### config.mk
export PLATFORM = sky130hd
export DESIGN_NAME = inst_fetch_resp
export DESIGN_NICKNAME = d
export VERILOG_FILES = /design/src/rtl/inst_fetch_resp_pkg.sv /design/src/rtl/inst_fetch_resp_watchdog.sv /design/src/rtl/inst_fetch_resp.sv
export SDC_FILE = /design/constraint.sdc
export NUM_CORES = 1
export LEC_CHECK = 0
export CORE_MARGIN = 4
export CORE_UTILIZATION = 40
export CTS_CLUSTER_DIAMETER = 30
export DETAILED_ROUTE_END_ITERATION = 8
export PLACE_DENSITY = 0.78
export SYNTH_ARGS = -nofsm -noshare
export SYNTH_HDL_FRONTEND = slang
export SYNTH_SLANG_ARGS = --single-unit
### constraint.sdc
create_clock -name clk -period 2.2 [get_ports clk]
set_input_delay 0.66 -clock clk [delete_from_list [all_inputs] [get_ports clk]]
set_output_delay 0.66 -clock clk [all_outputs]
set_load 0.005 [all_outputs]
### src/rtl/inst_fetch_resp_pkg.sv
// Shared fetch-stage definitions for inst_fetch_resp: bus widths, chip-enable level,
// the NOP word and the 2-bit fetch FSM state encodings.
package inst_fetch_resp_pkg;

    localparam int INST_ADDR_BUS = 32;
    localparam int INST_BUS      = 32;

    localparam logic        CHIP_ENABLE = 1'b1;
    localparam logic [31:0] ZERO_WORD   = 32'h0000_0000;

    localparam logic [1:0] IFS_IDLE = 2'd0;
    localparam logic [1:0] IFS_WAIT = 2'd1;
    localparam logic [1:0] IFS_DROP = 2'd2;

    function automatic logic pc_aligned(input logic [1:0] pc_low);
        return (pc_low == 2'b00);
    endfunction

endpackage

### src/rtl/inst_fetch_resp_watchdog.sv
// fetch_watchdog: counts cycles spent waiting on the memory bus and flags expiry
// when the count reaches TIMEOUT-1 while still enabled.
module fetch_watchdog #(
    parameter int TIMEOUT = 255
) (
    input  logic clk,
    input  logic rst,
    input  logic clr_i,
    input  logic en_i,
    output logic expire_o
);

    localparam logic [7:0] LIMIT = 8'(TIMEOUT - 1);

    logic [7:0] cnt_q;
    logic [7:0] cnt_d;

    // next count: clear wins over increment
    always_comb begin
        cnt_d = cnt_q;
        if (clr_i) begin
            cnt_d = 8'd0;
        end else if (en_i) begin
            cnt_d = cnt_q + 8'd1;
        end else begin
            cnt_d = cnt_q;
        end
    end

    // counter register
    always_ff @(posedge clk) begin
        if (rst) begin
            cnt_q <= 8'd0;
        end else begin
            cnt_q <= cnt_d;
        end
    end

    assign expire_o = en_i && (cnt_q == LIMIT);

endmodule

### src/rtl/inst_fetch_resp.sv
// inst_fetch_resp: responder between the PC stage and instruction memory (req/ack bus).
// Optional feature macro: LAST_HIT_BYPASS_EN (single-entry last-fetch bypass).
module inst_fetch_resp
    import inst_fetch_resp_pkg::*;
#(
    parameter int ADDR_W  = INST_ADDR_BUS,
    parameter int DATA_W  = INST_BUS,
    parameter int TIMEOUT = 255
) (
    input  logic              clk,
    input  logic              rst,
    input  logic              ce_i,
    input  logic [ADDR_W-1:0] pc_i,
    input  logic              flush_i,
    output logic [DATA_W-1:0] inst_o,
    output logic              inst_valid_o,
    output logic              stall_req_o,
    output logic              exc_adel_o,
    output logic              bus_err_o,
    output logic              mem_req_o,
    output logic [ADDR_W-1:0] mem_addr_o,
    input  logic              mem_ack_i,
    input  logic [DATA_W-1:0] mem_rdata_i
);

    logic [1:0]        state_q, state_d;
    logic [DATA_W-1:0] inst_q, inst_d;
    logic              valid_q, valid_d;
    logic              stall_q, stall_d;
    logic              adel_q, adel_d;
    logic              berr_q, berr_d;
    logic              req_q, req_d;
    logic [ADDR_W-1:0] addr_q, addr_d;

    logic wd_clr_s;
    logic wd_en_s;
    logic wd_expire_s;

`ifdef LAST_HIT_BYPASS_EN
    logic              hit_vld_q, hit_vld_d;
    logic [ADDR_W-1:0] hit_tag_q, hit_tag_d;
    logic [DATA_W-1:0] hit_data_q, hit_data_d;
    logic              hit_s;

    assign hit_s = hit_vld_q && (pc_i == hit_tag_q);
`endif

    assign wd_en_s = (state_q == IFS_WAIT) || (state_q == IFS_DROP);

    fetch_watchdog #(
        .TIMEOUT (TIMEOUT)
    ) u_watchdog (
        .clk      (clk),
        .rst      (rst),
        .clr_i    (wd_clr_s),
        .en_i     (wd_en_s),
        .expire_o (wd_expire_s)
    );

    // fetch FSM and next values of every output register
    always_comb begin
        state_d  = state_q;
        inst_d   = {DATA_W{1'b0}};
        valid_d  = 1'b0;
        adel_d   = 1'b0;
        berr_d   = 1'b0;
        req_d    = req_q;
        addr_d   = addr_q;
        stall_d  = stall_q;
        wd_clr_s = 1'b0;
`ifdef LAST_HIT_BYPASS_EN
        hit_vld_d  = hit_vld_q;
        hit_tag_d  = hit_tag_q;
        hit_data_d = hit_data_q;
`endif
        case (state_q)
            IFS_IDLE: begin
                req_d   = 1'b0;
                stall_d = 1'b0;
                if ((ce_i == CHIP_ENABLE) && !flush_i) begin
                    if (!pc_aligned(pc_i[1:0])) begin
                        adel_d = 1'b1;
`ifdef LAST_HIT_BYPASS_EN
                    end else if (hit_s) begin
                        valid_d = 1'b1;
                        inst_d  = hit_data_q;
`endif
                    end else begin
                        state_d  = IFS_WAIT;
                        req_d    = 1'b1;
                        addr_d   = pc_i;
                        stall_d  = 1'b1;
                        wd_clr_s = 1'b1;
                    end
                end else begin
                    state_d = IFS_IDLE;
                end
            end
            IFS_WAIT: begin
                if (mem_ack_i) begin
                    state_d = IFS_IDLE;
                    req_d   = 1'b0;
                    stall_d = 1'b0;
                    // a flush in the ack cycle still kills the data
                    if (!flush_i) begin
                        valid_d = 1'b1;
                        inst_d  = mem_rdata_i;
`ifdef LAST_HIT_BYPASS_EN
                        hit_vld_d  = 1'b1;
                        hit_tag_d  = addr_q;
                        hit_data_d = mem_rdata_i;
`endif
                    end else begin
                        valid_d = 1'b0;
                    end
                end else if (wd_expire_s) begin
                    state_d = IFS_IDLE;
                    req_d   = 1'b0;
                    stall_d = 1'b0;
                    berr_d  = 1'b1;
`ifdef LAST_HIT_BYPASS_EN
                    hit_vld_d = 1'b0;
`endif
                end else if (flush_i) begin
                    state_d = IFS_DROP;
                end else begin
                    state_d = IFS_WAIT;
                end
            end
            IFS_DROP: begin
                // request stays up until the bus answers; the answer is thrown away
                if (mem_ack_i) begin
                    state_d = IFS_IDLE;
                    req_d   = 1'b0;
                    stall_d = 1'b0;
                end else if (wd_expire_s) begin
                    state_d = IFS_IDLE;
                    req_d   = 1'b0;
                    stall_d = 1'b0;
                    berr_d  = 1'b1;
`ifdef LAST_HIT_BYPASS_EN
                    hit_vld_d = 1'b0;
`endif
                end else begin
                    state_d = IFS_DROP;
                end
            end
            default: begin
                state_d = IFS_IDLE;
                req_d   = 1'b0;
                stall_d = 1'b0;
            end
        endcase
    end

    // state and output registers
    always_ff @(posedge clk) begin
        if (rst) begin
            state_q <= IFS_IDLE;
            inst_q  <= {DATA_W{1'b0}};
            valid_q <= 1'b0;
            stall_q <= 1'b0;
            adel_q  <= 1'b0;
            berr_q  <= 1'b0;
            req_q   <= 1'b0;
            addr_q  <= {ADDR_W{1'b0}};
        end else begin
            state_q <= state_d;
            inst_q  <= inst_d;
            valid_q <= valid_d;
            stall_q <= stall_d;
            adel_q  <= adel_d;
            berr_q  <= berr_d;
            req_q   <= req_d;
            addr_q  <= addr_d;
        end
    end

`ifdef LAST_HIT_BYPASS_EN
    // last-hit tag/data entry
    always_ff @(posedge clk) begin
        if (rst) begin
            hit_vld_q  <= 1'b0;
            hit_tag_q  <= {ADDR_W{1'b0}};
            hit_data_q <= {DATA_W{1'b0}};
        end else begin
            hit_vld_q  <= hit_vld_d;
            hit_tag_q  <= hit_tag_d;
            hit_data_q <= hit_data_d;
        end
    end
`endif

    assign inst_o       = inst_q;
    assign inst_valid_o = valid_q;
    assign stall_req_o  = stall_q;
    assign exc_adel_o   = adel_q;
    assign bus_err_o    = berr_q;
    assign mem_req_o    = req_q;
    assign mem_addr_o   = addr_q;

endmodule

==> qor.csv <==
metric,value,unit
status,finished clean,
die_area,0.008266,mm2
required,1.54,ns
max-vdd-ir-drop,0.0005041,V
setup_violations,0,
synthesis.nets,367,
core,0.006495,mm2
layout_commonest_cell,clkdlybuf4s50_1,
dr_wl_met3,682,um
ys_warn_count,0,
critPathKind,flip-flop to output port,
finalWirelength,7423,um
num_rows,29,
viasPerCell,5.073,
clkTransAtPathRegs,0.08,ns
grt_pass1_wl,12100,um
antenna_found_initial,0,
power,2.860,mW
tns,0,ns
grt_overflow_total,0,
crit_slowest_cell,clkdlybuf4s50_1,
first_pass_iters,4,
drtAntennaViolNets,0,
dieWidth,90.92,um
synth_top_cell_area_share,56.78,%
drt_iter0_drc,81,
met2_length,3660,um
place_area,0.004227,mm2
synthTopCellsByArea,"dfxtp_1 (57%), and2_1 (7.3%), a21oi_1 (6.4%), o21ai_0 (6.4%), nand3_1 (5.8%)",
p_leak,1.608,nW
cts_resized,0,
antenna_cells,0,
final.period_utilization,85.05,%
dieHeight,90.92,um
area_growth,61.83,%
ctsLongestPathBuffers,2,
finalWeightedCongestion,0.7797,
via_count,2582,
cts_root_buf,clkbuf_8,
cp_top_family,buffers and inverters,
start_kind,flip-flop,
post-cts-setup-buffers,0,
io_buffers,137,
fin_skew,0.008362,ns
rsz0062_at_grt,no,
period_minus_slack,1.871,ns
drt-met1-wl,2935,um
yosysSeqAreaShare,56.78,%
grt_pass1_vias,2502,
h-tree-depth,3,
ys_ff_latch,78,
drive_gt1_share,6.713,%
track_usage,17.76,%
slew_headroom,67.20,%
cts_tree,yes,
clk_latency,0.33,ns
worstPathMaxFanout,3,
hp-class,flip-flop to flip-flop,
cts_sinks,78,
fin_nets,502,
crit_chain,clkdlybuf4s50_1,
hpwl,5408,um
wl_per_cell,14.58,um
arrival,1.21,ns
route.top_layer_used,met4,
synthCells,292,
p_per_area,642.5,mW/mm2
cts_buffers,9,
crit_buf_inv,1,
worst_slew_pin_slew,0.4920,ns
cap_violations,0,
end_kind,output port,
grt_max_degree,34,
finalHoldViolations,0,
fin_area,0.004451,mm2
synth_area_per_cell,9.418,um2
drv_slew,0,
synthDistinctLibCells,31,
route.detailed.drc,0,
final_cell_mix,"clkdlybuf4s50_1 (137), dfxtp_1 (78), o21ai_0 (35), a21oi_1 (35)",
io_pins,138,
cp_slowest_stage_delay,0.51,ns
syn_area,0.002750,mm2
hold_buffers,0,
initial_core_util,42.34,%
synth_top_area_cell,dfxtp_1,
timing.fmax,534.4,MHz
cell families (layout without fill, tap and decap cells):
family,count (synthesis),after routing,share of synthesized area [%]
adders and majority gates,6,6,2.730
AOI/OAI and AO/OA,75,75,14.29
and+or+nand+nor,100,100,19.97
muxes,1,1,0.4094
buffers and inverters,28,168,4.550
DFF,78,78,56.78
xor gates and xnor gates,4,4,1.274
synth_stat cells:
cell      instances
nand3_1          32
o21ai_0          35
clkbuf_1         16
nor2b_1           2
nand2_1           4
nor3_1            3
or2_2             1
nand3b_1          1
nand4_1           6
xnor2_1           1
o211ai_1          1
a211oi_2          1
nor2_1           11
and3b_1           1
nor4_1            1
xor2_1            3
o22ai_1           1
buf_6             1
or4_1             1
and2_1           32
mux2_2            1
buf_4             2
buf_2             4
o41ai_1           1
a21oi_1          35
or3_1             3
a21o_1            1
ha_1              6
inv_1             5
dfxtp_1          78
and3_1            2
layer usage:
metal | GRT usage, % | up-vias
li1 | - | 1266
met1 | 19.82 | 1185
met2 | 30.76 | 118
met3 | 6.750 | 13
met4 | 6.658 | 0
met5 | 0 | -
flip-flops by register name (all words and copies together), names as in the netlist:
| register | count |
|---|---|
| state_q | 2 |
| inst_o | 32 |
| bus_err_o | 1 |
| exc_adel_o | 1 |
| mem_addr_o | 32 |
| u_watchdog.cnt_q | 8 |
| inst_valid_o | 1 |
| mem_req_o | 1 |
per-stage QoR:
step / hold slack, ns / std cells / util [%] / worst slack, ns
floorplan: 0.4250 / 292 / - / 0.5505
global placement: 0.4216 / 493 / 65.07 / 0.1396
detailed placement: 0.4185 / 493 / 65.07 / 0.1113
CTS: 0.4325 / 509 / 68.52 / 0.2920
global route: 0.4577 / 509 / 68.52 / 0.2615
finish: 0.4311 / 509 / 68.52 / 0.3288
power breakdown:
group | switching, mW | internal (mW) | total (mW)
Combinational | 0.0938 | 0.162 | 0.256
Sequential | 0.00837 | 1.43 | 1.43
Clock | 0.497 | 0.673 | 1.17
Total | 0.599 | 2.26 | 2.86
final timing paths:
kind,from,end,slack (ns),depth (start not counted)
worst max-delay path,mem_req_o$_SDFFE_PP0P_,mem_req_o,0.33,1
worst min-delay path,mem_addr_o[1]$_SDFFE_PP0P_,mem_addr_o[1]$_SDFFE_PP0P_,0.43,2
worst min register to register,mem_addr_o[1]$_SDFFE_PP0P_,mem_addr_o[1]$_SDFFE_PP0P_,0.43,2
worst max register to register,state_q[0]$_SDFFE_PP0P_,mem_req_o$_SDFFE_PP0P_,0.46,5
cell type report:
cell class	instances	area [um2]
clock buffer	11	141.4
clock inverter	5	82.58
fill	540	2044
inverter	5	18.77
multi-input combinational	186	1066
sequential	78	1562
tap	77	96.34
timing repair buffer	147	1484
(Power assumes the default switching activity.)
